--- config.mk ---
export PLATFORM = sky130hd
export DESIGN_NAME = unified_mem_arbiter
export DESIGN_NICKNAME = d
export VERILOG_FILES = /design/src/rtl/unified_mem_arbiter_pkg.sv /design/src/rtl/unified_mem_arbiter_timeout_ctr.sv /design/src/rtl/unified_mem_arbiter.sv
export SDC_FILE = /design/constraint.sdc
export NUM_CORES = 1
export LEC_CHECK = 0
export CAP_MARGIN = 20
export CELL_PAD_IN_SITES_DETAIL_PLACEMENT = 2
export CELL_PAD_IN_SITES_GLOBAL_PLACEMENT = 2
export CORE_UTILIZATION = 23
export DETAILED_ROUTE_END_ITERATION = 8
export GPL_ROUTABILITY_DRIVEN = 0
export GPL_TIMING_DRIVEN = 0
export PLACE_DENSITY_LB_ADDON = 0.1
export SLEW_MARGIN = 20
export SYNTH_ARGS = -nofsm -noshare
export SYNTH_HDL_FRONTEND = slang
export SYNTH_SLANG_ARGS = --single-unit
--- constraint.sdc ---
create_clock -name clk -period 1.7 [get_ports clk]
set_input_delay 0.17 -clock clk [delete_from_list [all_inputs] [get_ports clk]]
set_output_delay 0.17 -clock clk [all_outputs]
set_load 0.02 [all_outputs]
--- src/rtl/unified_mem_arbiter_pkg.sv ---
`default_nettype none
// ============================================================================
// Module  : unified_mem_arbiter_pkg
// Brief   : Shared states and constants for the unified memory arbiter.
// Revision: 1.0
// ============================================================================
package unified_mem_arbiter_pkg;

    typedef enum logic [2:0] {
        ST_IDLE   = 3'd0,
        ST_I_REQ  = 3'd1,
        ST_I_WAIT = 3'd2,
        ST_D_REQ  = 3'd3,
        ST_D_WAIT = 3'd4
    } arb_state_t;

    localparam logic [31:0] NOP_INSTR = 32'h0000_0013;
    localparam int          TIMEOUT_W = 8;

endpackage
`default_nettype wire

--- src/rtl/unified_mem_arbiter_timeout_ctr.sv ---
`default_nettype none
// ============================================================================
// Module  : arb_timeout_ctr
// Brief   : Per-state cycle counter with terminal-count flag for abort.
// Revision: 1.0
// ============================================================================
module arb_timeout_ctr
    import unified_mem_arbiter_pkg::*;
#(
    parameter int TIMEOUT_CYC = 64
) (
    input  logic clk,
    input  logic reset,
    input  logic clear_i,
    input  logic en_i,
    output logic tc_o
);

    localparam logic [TIMEOUT_W-1:0] TC_VAL = TIMEOUT_W'(TIMEOUT_CYC - 1);

    logic [TIMEOUT_W-1:0] cnt_q;
    logic [TIMEOUT_W-1:0] cnt_d;

    always_comb begin
        cnt_d = cnt_q;
        if (clear_i) begin
            cnt_d = '0;
        end else if (en_i) begin
            cnt_d = cnt_q + 1'b1;
        end
    end

    always_ff @(posedge clk or negedge reset) begin
        if (!reset) begin
            cnt_q <= '0;
        end else begin
            cnt_q <= cnt_d;
        end
    end

    // Fires during the TIMEOUT_CYC-th cycle spent in the current state.
    assign tc_o = en_i && (cnt_q == TC_VAL);

endmodule
`default_nettype wire

--- src/rtl/unified_mem_arbiter.sv ---
`default_nettype none
// ============================================================================
// Module  : unified_mem_arbiter
// Brief   : Shares one single-port memory between IF fetch and MEM data ports.
// Revision: 1.0
// ============================================================================
module unified_mem_arbiter
    import unified_mem_arbiter_pkg::*;
#(
    parameter int ADDR_W      = 32,
    parameter int DATA_W      = 32,
    parameter int TIMEOUT_CYC = 64
) (
    input  logic              clk,
    input  logic              reset,
    input  logic              if_req,
    input  logic [ADDR_W-1:0] if_addr,
    input  logic              if_flush,
    output logic              if_valid,
    output logic [DATA_W-1:0] if_rdata,
    input  logic              d_req,
    input  logic              d_we,
    input  logic [ADDR_W-1:0] d_addr,
    input  logic [DATA_W-1:0] d_wdata,
    input  logic [3:0]        d_wstrb,
    output logic              d_valid,
    output logic [DATA_W-1:0] d_rdata,
    output logic              stall_if,
    output logic              stall_mem,
    output logic              mem_req,
    output logic              mem_we,
    output logic [ADDR_W-1:0] mem_addr,
    output logic [DATA_W-1:0] mem_wdata,
    output logic [3:0]        mem_wstrb,
    input  logic              mem_gnt,
    input  logic              mem_rvalid,
    input  logic [DATA_W-1:0] mem_rdata,
    output logic              err
);

    arb_state_t        state_q, state_d;
    logic              drop_q, drop_d;
    logic              mem_req_q, mem_req_d;
    logic              mem_we_q, mem_we_d;
    logic [ADDR_W-1:0] mem_addr_q, mem_addr_d;
    logic [DATA_W-1:0] mem_wdata_q, mem_wdata_d;
    logic [3:0]        mem_wstrb_q, mem_wstrb_d;
    logic              if_valid_q, if_valid_d;
    logic [DATA_W-1:0] if_rdata_q, if_rdata_d;
    logic              d_valid_q, d_valid_d;
    logic [DATA_W-1:0] d_rdata_q, d_rdata_d;
    logic              err_q, err_d;
    logic              tmo_tc;
    logic              fetch_squashed;

    arb_timeout_ctr #(
        .TIMEOUT_CYC (TIMEOUT_CYC)
    ) u_timeout (
        .clk     (clk),
        .reset   (reset),
        .clear_i (state_d != state_q),
        .en_i    (state_q != ST_IDLE),
        .tc_o    (tmo_tc)
    );

    // A flush arriving in the same cycle as the response still squashes it.
    assign fetch_squashed = drop_q || if_flush;

    always_comb begin
        state_d     = state_q;
        drop_d      = drop_q;
        mem_req_d   = mem_req_q;
        mem_we_d    = mem_we_q;
        mem_addr_d  = mem_addr_q;
        mem_wdata_d = mem_wdata_q;
        mem_wstrb_d = mem_wstrb_q;
        if_valid_d  = 1'b0;
        if_rdata_d  = if_rdata_q;
        d_valid_d   = 1'b0;
        d_rdata_d   = d_rdata_q;
        err_d       = err_q;

        case (state_q)
            ST_IDLE: begin
                drop_d = 1'b0;
                // A port still showing its valid pulse has not yet lowered its req.
                if (d_req && !d_valid_q) begin
                    state_d     = ST_D_REQ;
                    mem_req_d   = 1'b1;
                    mem_we_d    = d_we;
                    mem_addr_d  = d_addr;
                    mem_wdata_d = d_wdata;
                    mem_wstrb_d = d_wstrb;
                end else if (if_req && !if_flush && !if_valid_q) begin
                    state_d     = ST_I_REQ;
                    mem_req_d   = 1'b1;
                    mem_we_d    = 1'b0;
                    mem_addr_d  = if_addr;
                    mem_wdata_d = '0;
                    mem_wstrb_d = 4'b0000;
                end
            end

            ST_I_REQ: begin
                if (if_flush) begin
                    drop_d = 1'b1;
                end
                if (mem_gnt) begin
                    state_d   = ST_I_WAIT;
                    mem_req_d = 1'b0;
                end else if (tmo_tc) begin
                    state_d   = ST_IDLE;
                    mem_req_d = 1'b0;
                    err_d     = 1'b1;
                    drop_d    = 1'b0;
                    if (!fetch_squashed) begin
                        if_valid_d = 1'b1;
                        if_rdata_d = DATA_W'(NOP_INSTR);
                    end
                end
            end

            ST_I_WAIT: begin
                if (if_flush) begin
                    drop_d = 1'b1;
                end
                if (mem_rvalid || tmo_tc) begin
                    state_d = ST_IDLE;
                    drop_d  = 1'b0;
                    err_d   = err_q || !mem_rvalid;
                    if (!fetch_squashed) begin
                        if_valid_d = 1'b1;
                        if_rdata_d = mem_rvalid ? mem_rdata : DATA_W'(NOP_INSTR);
                    end
                end
            end

            ST_D_REQ: begin
                if (mem_gnt) begin
                    state_d   = ST_D_WAIT;
                    mem_req_d = 1'b0;
                end else if (tmo_tc) begin
                    state_d   = ST_IDLE;
                    mem_req_d = 1'b0;
                    err_d     = 1'b1;
                    d_valid_d = 1'b1;
                    d_rdata_d = '0;
                end
            end

            ST_D_WAIT: begin
                if (mem_rvalid || tmo_tc) begin
                    state_d   = ST_IDLE;
                    err_d     = err_q || !mem_rvalid;
                    d_valid_d = 1'b1;
                    d_rdata_d = mem_rvalid ? mem_rdata : '0;
                end
            end

            default: begin
                state_d   = ST_IDLE;
                mem_req_d = 1'b0;
            end
        endcase
    end

    always_ff @(posedge clk or negedge reset) begin
        if (!reset) begin
            state_q     <= ST_IDLE;
            drop_q      <= 1'b0;
            mem_req_q   <= 1'b0;
            mem_we_q    <= 1'b0;
            mem_addr_q  <= '0;
            mem_wdata_q <= '0;
            mem_wstrb_q <= 4'b0000;
            if_valid_q  <= 1'b0;
            if_rdata_q  <= '0;
            d_valid_q   <= 1'b0;
            d_rdata_q   <= '0;
            err_q       <= 1'b0;
        end else begin
            state_q     <= state_d;
            drop_q      <= drop_d;
            mem_req_q   <= mem_req_d;
            mem_we_q    <= mem_we_d;
            mem_addr_q  <= mem_addr_d;
            mem_wdata_q <= mem_wdata_d;
            mem_wstrb_q <= mem_wstrb_d;
            if_valid_q  <= if_valid_d;
            if_rdata_q  <= if_rdata_d;
            d_valid_q   <= d_valid_d;
            d_rdata_q   <= d_rdata_d;
            err_q       <= err_d;
        end
    end

    assign if_valid  = if_valid_q;
    assign if_rdata  = if_rdata_q;
    assign d_valid   = d_valid_q;
    assign d_rdata   = d_rdata_q;
    assign mem_req   = mem_req_q;
    assign mem_we    = mem_we_q;
    assign mem_addr  = mem_addr_q;
    assign mem_wdata = mem_wdata_q;
    assign mem_wstrb = mem_wstrb_q;
    assign err       = err_q;
    assign stall_if  = if_req && !if_valid_q;
    assign stall_mem = d_req && !d_valid_q;

endmodule
`default_nettype wire

# --- After elaboration in Yosys (flattened, before gate mapping) ---
# Index checks and enable logic that the tools add are counted.
word_totals:
  in_bits: 140
  elab_cells: 113
  output_inout_bits: 139
  register_bits: 149
classes:
  mux: 52
  eq_ne: 19
  n_addsub: 1
  bitwise: 1
  reduce_logical: 27
ops:
  columns: ["cell", "n"]
  rows:
  - ["32-bit 2-to-1 mux", 14]
  - ["32-bit one-hot mux with 2 select lines", 2]
  - ["1-bit 2-to-1 mux", 20]
  - ["3-bit 2-to-1 mux", 6]
  - ["2-bit inequality test, second input constant", 9]
  - ["8-bit 2-to-1 mux", 2]
  - ["3-bit one-hot mux with 4 select lines", 1]
  - ["2-bit nonzero test", 5]
  - ["8-bit by 1-bit adder with 8-bit output, second input constant", 1]
  - ["8-bit by 6-bit equality test with 1-bit output, second input constant", 1]
  - ["4-bit 2-to-1 mux", 2]
  - ["4-bit AND reduction", 2]
  - ["3-bit by 2-bit equality test with 1-bit output, second input constant", 2]
  - ["1-bit one-hot mux with 2 select lines", 3]
  - ["1-bit one-hot mux with 3 select lines", 2]
  - ["6-bit AND reduction", 1]
  - ["3-bit nonzero test", 2]
  - ["1-bit logical AND", 5]
  - ["1-bit logical NOT", 4]
  - ["2-bit by 1-bit inequality test with 1-bit output, second input constant", 2]
  - ["2-bit OR reduction", 2]
  - ["3-bit by 1-bit equality test with 1-bit output, second input constant", 1]
  - ["3-bit equality test, second input constant", 1]
  - ["3-bit logical NOT", 1]
  - ["other kinds (7)", 9]

# --- Depth between registers and ports, before layout ---
# Gate-level depths: netlist of the first run.
logic_depth:
  depth_word: 8
  mapped_depth: 8

# --- By module ---
# A second synthesis of the first run with hierarchy kept.
hier_totals:
  cells_unflattened: 499
  area_unflattened_um2: 6582.6
by_module_without_submodules:
  columns: ["module", "area_per_inst_um2", "cells_each", "instances"]
  rows:
  - ["unified_mem_arbiter", 6195.9, 461, 1]
  - ["arb_timeout_ctr", 386.6, 38, 1]

# --- Least setup slack after synthesis of the first run ---
# No wires, ideal clock.
synth_timing:
  path_type: "register to register"
  startpoint: "register d_valid_q (netlist: d_valid)"
  endpoint: "register mem_addr_q[24] (netlist: mem_addr[24])"
  path_stages_with_launch: 8
  path_buffers: 3
  t_arrival_ns: 1.663
  synth_period_minus_slack_ns: 1.797
  required_ns: 1.566
  slack_ns: -0.097
  setup_time_ns: 0.134
  path_cell_list: "dfrtp_1 > nand2b_1 > buf_2 > inv_1 > o21ai_1 > clkbuf_1 > clkbuf_1 > o21ai_0"
synth_between:
  elab_chain_len: 4
  word_cells_on_any_way: 5
  cone_classes: "mux (1); reduce/logical (4)"
synth_lines:
  columns: ["element", "line_no", "rtl"]
  rows:
  - ["start: declaration", "unified_mem_arbiter.sv:50", "logic d_valid_q, d_valid_d;"]
  - ["start signal: assignment", "unified_mem_arbiter.sv:191", "d_valid_q <= d_valid_d;"]
  - ["1-bit logical NOT *", null, null]
  - ["1-bit logical AND *", null, null]
  - ["named net stall_mem", "unified_mem_arbiter.sv:29", "output logic stall_mem,"]
  - ["2-bit nonzero test (no line)", null, null]
  - ["2-bit AND reduction (no line)", null, null]
  - ["end signal: assignment", "unified_mem_arbiter.sv:186", "mem_addr_q <= mem_addr_d;"]
  - ["end: declaration", "unified_mem_arbiter.sv:45", "logic [ADDR_W-1:0] mem_addr_q, mem_addr_d;"]
# Mark *: on every way through the listed nets, which the timed path passes. The rest lies on a longest branch.
# A chain may end at the register's enable or synchronous reset.

# --- Worst setup path in the final report of the first run ---
layout_timing:
  startpoint: "register state_q[1]"
  endpoint: "register if_rdata_q[0] (netlist: if_rdata[0])"
layout_between:
  elab_chain_len: 5
  word_cells_on_any_way: 13
  cone_classes: "eq/ne (7); mux (1); reduce/logical (5)"
layout_lines:
  columns: ["element", "line_no", "rtl"]
  rows:
  - ["start: declaration", "unified_mem_arbiter.sv:41", "arb_state_t state_q, state_d;"]
  - ["start signal: assignment", "unified_mem_arbiter.sv:182", "state_q <= state_d;"]
  - ["3-bit nonzero test", "unified_mem_arbiter.sv:62", ".en_i (state_q != ST_IDLE),"]
  - ["1-bit logical AND", "unified_mem_arbiter_timeout_ctr.sv:42", "assign tc_o = en_i && (cnt_q == TC_VAL);"]
  - ["1-bit logical OR", "unified_mem_arbiter.sv:127", "if (mem_rvalid || tmo_tc) begin"]
  - ["2-bit inequality test (no line)", null, null]
  - ["6-bit AND reduction (no line)", null, null]
  - ["end signal: assignment", "unified_mem_arbiter.sv:190", "if_rdata_q <= if_rdata_d;"]
  - ["end: declaration", "unified_mem_arbiter.sv:49", "logic [DATA_W-1:0] if_rdata_q, if_rdata_d;"]
# Parallel ways exist; a longest one is shown, timed or not.

==> reports/results.ini, run 1 <==
[outcome]
outcome=finished, violations left
violations=negative setup slack

[sta]
skew_ns=0.0127
tns_ns=-13.80
worst_pin_slew_ns=0.735
min_period_over_period_pct=114
maxSlewViolCount=0
rsz0062_at_grt=true
fin_crit_ns=1.94
hold_viol=0
finalSetupViolCount=75
timing.fmax_mhz=514
worst_slack_ns=-0.244
slew_headroom_pct=51.0

[synthesis]
yosysTopAreaCell=dfrtp_1
yosys.area.top_type_share_pct=61.0
ys_seq_elements=149
synth.net_count=617
synth_area_leaders=dfrtp_1 61%, a32o_1 10%, mux2i_1 5.4%, a22o_1 5.3%, o21ai_0 2.9%
synth.cell_area_um2=6110
ys_types=48
seq_area_frac_synth_pct=61.0
synth_edf_count=0
synthFlopType=dfrtp_1
postSynthCellCount=476
avgSynthCellArea_um2=12.8
synth_async_sr_flop_share_pct=100
synth_warnings=0

[cts]
clock_sinks=149
clock_latency_ns=0.43
cts-root-buf=clkbuf_16
htreeDepth=4
clockBufferDepth=2
path_clk_slew_ns=0.06
cts_tree=done
numCtsBuffers=17

[routing]
vias_per_cell=4.80
ant_nets=0
vias=5509
dr.pass1.iters=4
routedWlPerCell_um=22.2
route.detailed.drc=0
wl_um=25500
drt_iter0_markers=149

[power]
p_leak_uw=0.00451
vdd_drop_max_mv=0.762
power_density_nw_per_um2=1910

[critical_path]
worst-path-max-fanout=6
cp-end-kind=flop
startpoint_type=flop
crit_start=state_q[1]
r2r-start=state_q[1]
critPathKind=reg -> reg
critPathArrivalTime_ns=2.25
required_ns=2.01

[layout]
layout_common_cells=273 x clkdlybuf4s50_1, 149 x dfrtp_1, 60 x a32o_1
fillerInstances=2646
mostFrequentLayoutCell=clkdlybuf4s50_1
fin_util_pct=41.0
drive_gt1_share_pct=17.4
layout.nets=941
area.growth.synth_to_final_pct=74.8
n_antenna_cell=0

[place]
place_ws_ns=-0.692
io_buffers=278
dp_hpwl_um=18000

[global_routing]
grt_use_total_pct=18.4
antenna_found_initial=0
grt-ovfl-total=0
grt_max_degree=87
grt_pass1_wl_um=37500
grt_pass1_vias=6302

[flow_run]
maxCapViolations=0

[floorplan]
num_io_pins=279
die_w_um=165
die_area_um2=27200
die_height_um=165
rows=59
coreArea_um2=26100
start_util_pct=23.4

[hold_path]
hold_path_class=in -> async

cells by family (layout without fill, tap and decap cells):
family / after synthesis / in the layout / share of synthesized area, %
simple gates: 79 / 79 / 6.70
xor+xnor: 8 / 8 / 1.15
buf+inv: 50 / 385 / 4.14
compound gates: 156 / 157 / 21.4
mux: 33 / 33 / 5.41
fa+ha+maj: 1 / 1 / 0.205
flops: 149 / 149 / 61.0
state kept, by name, summed over array words and instances (netlist names):
name             cells
mem_req              1
mem_wstrb            4
drop_q               1
err                  1
state_q              3
if_rdata            32
if_valid             1
d_valid              1
u_timeout.cnt_q      8
mem_wdata           32
mem_we               1
mem_addr            32
d_rdata             32
cell usage after synthesis, types with 2 or more instances:
cell type,instances
nor2_1,5
a2bb2oi_1,2
buf_6,5
a31oi_1,3
or3_1,2
mux2i_1,33
a22o_1,37
clkbuf_1,20
o21ai_0,35
dfrtp_1,149
o22a_1,3
a32o_1,61
inv_1,5
buf_4,3
nor2b_1,3
buf_2,13
buf_1,3
nor3_1,3
and2_1,3
xor2_1,2
a21o_1,3
nor4_1,9
xnor2_1,6
nand2_1,42
a21oi_1,3
repair_timing:
item                       4_1_cts  5_1_grt
hold buffers                     1        0
setup endpoints to repair      148      147
gates resized for setup         61       80
setup buffers                   14        5
gates cloned                     1        6
pin swaps                       16       12
hold endpoints to repair        85        0
metrics by stage:
step	total power [uW]	cell area, um2	hold slack [ns]	instances
floorplan	10600	6140	-0.126	476
global placement	15100	9340	0.461	1089
detailed placement	15500	9380	0.247	1090
CTS	20000	10300	0.326	1137
global route	21500	10700	0.332	1147
finish	20400	10700	0.325	1147
final timing paths:
check                      slack, ns      endpoint  cells past startpoint
min                             0.32    state_q[1]                      2
max reg2reg                    -0.24   if_rdata[0]                      7
max in group asynchronous       0.58   mem_addr[6]                      3
min reg2reg                     0.48           err                      1
min in group clk                0.34  mem_wdata[3]                      2
max                            -0.24   if_rdata[0]                      7
critical path, stage by stage, from the launching register on:
cell	delay, ns
dfrtp_1	0.37
buf_6	0.14
o31ai_4	0.46
nor3_4	0.11
o221ai_4	0.31
buf_6	0.19
inv_4	0.05
o22a_1	0.19
metal layers:
layer / global-route usage, % / share of wire (%)
met4: 6.34 / 1.8
met2: 32.0 / 51
met1: 21.4 / 40
met3: 5.52 / 7.3
met5: 0 / 0
report_power, final:
group / switching [uW] / internal, uW
combinational: 5290 / 5100
clock: 1630 / 2260
sequential: 930 / 5150
cell type report:
cell class                 count  area [um2]  area share [%]
inverter                       6        25.0           0.234
timing repair buffer         305        3120            29.2
multi-input combinational    278        2400            22.5
tap                          335         419            3.93
buffer                        43         388            3.63
clock buffer                  19         453            4.24
clock inverter                12         146            1.37
sequential                   149        3730            34.9
Note: power is estimated with default switching activity, not from simulation.
==> run 2, diff against run 1 <==
--- a/config.mk
+++ b/config.mk
@@ -10,7 +10,9 @@
 export CELL_PAD_IN_SITES_GLOBAL_PLACEMENT = 2
 export CORE_UTILIZATION = 23
+export CTS_BUF_LIST = sky130_fd_sc_hd__clkbuf_16
 export DETAILED_ROUTE_END_ITERATION = 8
 export GPL_ROUTABILITY_DRIVEN = 0
 export GPL_TIMING_DRIVEN = 0
+export MAX_ROUTING_LAYER = met4
 export PLACE_DENSITY_LB_ADDON = 0.1
 export SLEW_MARGIN = 20
==> constraint.sdc (replaced) <==
create_clock -name clk -period 1.7 [get_ports clk]
set_input_delay 0.34 -clock clk [delete_from_list [all_inputs] [get_ports clk]]
set_output_delay 0.34 -clock clk [all_outputs]
set_load 0.02 [all_outputs]
==> run 2 against run 1 <==
Effect of this change: the flow still finishes with violations (negative setup slack); power decreased by 4.7%; via count increased by 1.7%; setup slack improved by 0.023 ns; die area unchanged; sequential power shrank 1%; global-route usage up 0.66 points; clock-buffer cell count decreased by 2; non-clock buffer count rose by 7; fmax grew 1.2%; clock skew is 0.0017 ns lower; highest routed layer unchanged; first-iteration DRC count unchanged; critical path depth is the same.
==> reports/results.ini, run 2 (synthesized netlist as in run 1, its figures left out) <==
[critical_path]
cp-end-kind=flop  ; unchanged
r2r_cells=7  ; unchanged
critPathKind=reg -> reg  ; unchanged
startpoint_type=flop  ; unchanged
reg2reg_slack_ns=-0.22  ; was -0.24 ns
critPathArrivalTime_ns=2.23  ; was 2.25 ns
required_ns=2.01  ; about the same
r2r-start=state_q[1]  ; unchanged
regToRegEndpoint=if_rdata[0]  ; unchanged
worst-path-max-fanout=6  ; unchanged

[routing]
dr.pass1.iters=4  ; unchanged
vias_per_cell=4.85  ; was 4.80
wl_um=25600  ; was 25500 um
routedWlPerCell_um=22.2  ; about the same
route.detailed.drc=0  ; unchanged
vias=5600  ; was 5509
ant_nets=0  ; unchanged
drt_iter0_markers=149  ; unchanged

[sta]
worst_slack_ns=-0.221  ; was -0.244 ns
worst_pin_slew_ns=0.737  ; was 0.735 ns
fin_crit_ns=1.92  ; was 1.94 ns
timing.fmax_mhz=521  ; was 514 MHz
maxSlewViolCount=0  ; unchanged
rsz0062_at_grt=true  ; unchanged
finalSetupViolCount=72  ; was 75
slew_headroom_pct=50.9  ; was 51.0%
hold_viol=0  ; unchanged
min_period_over_period_pct=113  ; was 114%
skew_ns=0.0110  ; was 0.0127 ns

[power]
p_leak_uw=0.00489  ; was 0.00451 uW
power_uw=19400  ; was 20400 uW
p_int_uw=11500  ; was 12500 uW
seq_power_share_pct=31.0  ; was 29.8%
p_clk_share_pct=19.6  ; was 19.1%
power_frac_comb_pct=49.4  ; was 51.1%
switchingPower_uw=7890  ; was 7850 uW
swShare_pct=40.7  ; was 38.5%
power_density_nw_per_um2=1820  ; was 1910 nW/um2
vdd_drop_max_mv=0.666  ; was 0.762 mV

[layout]
area.growth.synth_to_final_pct=74.1  ; was 74.8%
fillerInstances=2698  ; was 2646
final_cell_area_um2=10600  ; was 10700 um2
layout.nets=948  ; was 941
mostFrequentLayoutCell=dfrtp_1  ; was clkdlybuf4s50_1
drive_gt1_share_pct=17.8  ; was 17.4%
layout_common_cells=149 x dfrtp_1, 138 x clkdlybuf4s50_1, 137 x dlygate4sd2_1  ; was 273 x clkdlybuf4s50_1, 149 x dfrtp_1, 60 x a32o_1
n_antenna_cell=0  ; unchanged
fin_util_pct=40.8  ; was 41.0%

[cts]
cts_tree=done  ; unchanged
clock_latency_ns=0.43  ; about the same
clockBufferDepth=2  ; unchanged
numCtsBuffers=17  ; unchanged
cts-root-buf=clkbuf_16  ; unchanged
htreeDepth=4  ; unchanged
path_clk_slew_ns=0.06  ; about the same
clock_sinks=149  ; unchanged

[hold_path]
hold-path-endpoint=mem_addr[9]
hold_depth=2
holdCritStartpoint=mem_addr[9]
hold_path_class=reg -> reg  ; was in -> async

[flow_run]
maxCapViolations=0  ; unchanged

[place]
dpl_cell_area_um2=9380  ; unchanged
io_buffers=278  ; unchanged
dp_hpwl_um=18000  ; unchanged

[global_routing]
grt_max_degree=87  ; unchanged
grt_pass1_vias=6344  ; was 6302
grt_use_total_pct=19.1  ; was 18.4%
grt-ovfl-total=0  ; unchanged
grt_pass1_wl_um=37600  ; was 37500 um
antenna_found_initial=0  ; unchanged

[floorplan]
die_w_um=165  ; unchanged
start_util_pct=23.4  ; unchanged
rows=59  ; unchanged
num_io_pins=279  ; unchanged
die_area_um2=27200  ; unchanged
die_height_um=165  ; unchanged
coreArea_um2=26100  ; unchanged

[outcome]
outcome=finished, violations left  ; unchanged
violations=negative setup slack  ; unchanged

==> run 2: cell types whose count changed in the layout (fill, tap and decap cells not counted), sizes merged, moves of 2 or more <==
cell | before | now
clkbuf | 41 | 38
clkdlybuf4s50 | 273 | 138
clkinv | 3 | 5
dlygate4sd2 | 2 | 137
buf | 49 | 57
==> run 2: worst max-delay path: stages, from the launching register on <==
cell and delay [ns]:
dfrtp_1 0.37, buf_6 0.14, o31ai_4 0.44, nor3_4 0.12, o221ai_4 0.31, buf_6 0.19
inv_6 0.04, o22a_1 0.19
==> run 2: final cells by class <==
class	count	area, um2	share of cell area, %
Buffer	44	403	3.79
Clock buffer	17	425	4.00
Clock inverter	14	154	1.45
Inverter	6	32.5	0.306
Multi-Input combinational cell	278	2420	22.8
Sequential cell	149	3730	35.1
Tap cell	335	419	3.94
Timing Repair Buffer	311	3050	28.7
==> run 2: per-layer routing <==
layer / up-vias / track usage [%] / part of all wire [%]
met5: - / - / 0
met1: 2881 / 21.6 / 41
met4: 0 / 6.09 / 1.9
met3: 28 / 5.42 / 7.1
met2: 201 / 32.4 / 50
li1: 2490 / - / -
==> run 2: power by group through the flow <==
stage / Combinational (uW) / Sequential [uW] / Clock [uW]
after CTS: 8850 / 6030 / 3930
after floorplan: 2690 / 7880 / 0
after global routing: 10300 / 6240 / 4060
after global placement: 9120 / 6030 / 0
after detailed placement: 9320 / 6140 / 0
final: 9590 / 6010 / 3800
==> run 2: how the worst max path moves through the flow <==
stage	from	end	slack (ns)	depth (start not counted)
final	state_q[1]	if_rdata[0]	-0.22	7
after global routing	state_q[1]	if_rdata[4]	-0.30	7
after CTS	state_q[0]	if_rdata[0]	-0.22	7
after detailed placement	d_req	state_q[0]	-0.86	8
after global placement	reset	mem_wdata[8]	-6.12	1
after floorplan	d_valid	mem_wdata[0]	0.01	7
==> run 2: timing repair <==
| item | in CTS | in global routing |
|---|---|---|
| resized for setup | 219 | 72 |
| gates cloned | 2 | 7 |
| hold endpoints to repair | 85 | 0 |
| pin swaps | 18 | 17 |
| hold buffers | 1 | 0 |
| setup endpoints to repair | 284 | 125 |
| buffers inserted | 19 | 5 |
==> run 2: through the flow <==
| stage | cells | TNS [ns] | hold WS (ns) | setup WS (ns) |
|---|---|---|---|---|
| after floorplan | 476 | 0 | 0.0444 | 0.0112 |
| after global placement | 1089 | -1001.38 | 0.461 | -6.12 |
| after detailed placement | 1090 | -93.98 | 0.417 | -0.862 |
| after CTS | 1143 | -9.15 | 0.474 | -0.218 |
| after global routing | 1154 | -19.32 | 0.503 | -0.301 |
| final | 1154 | -11.12 | 0.476 | -0.221 |
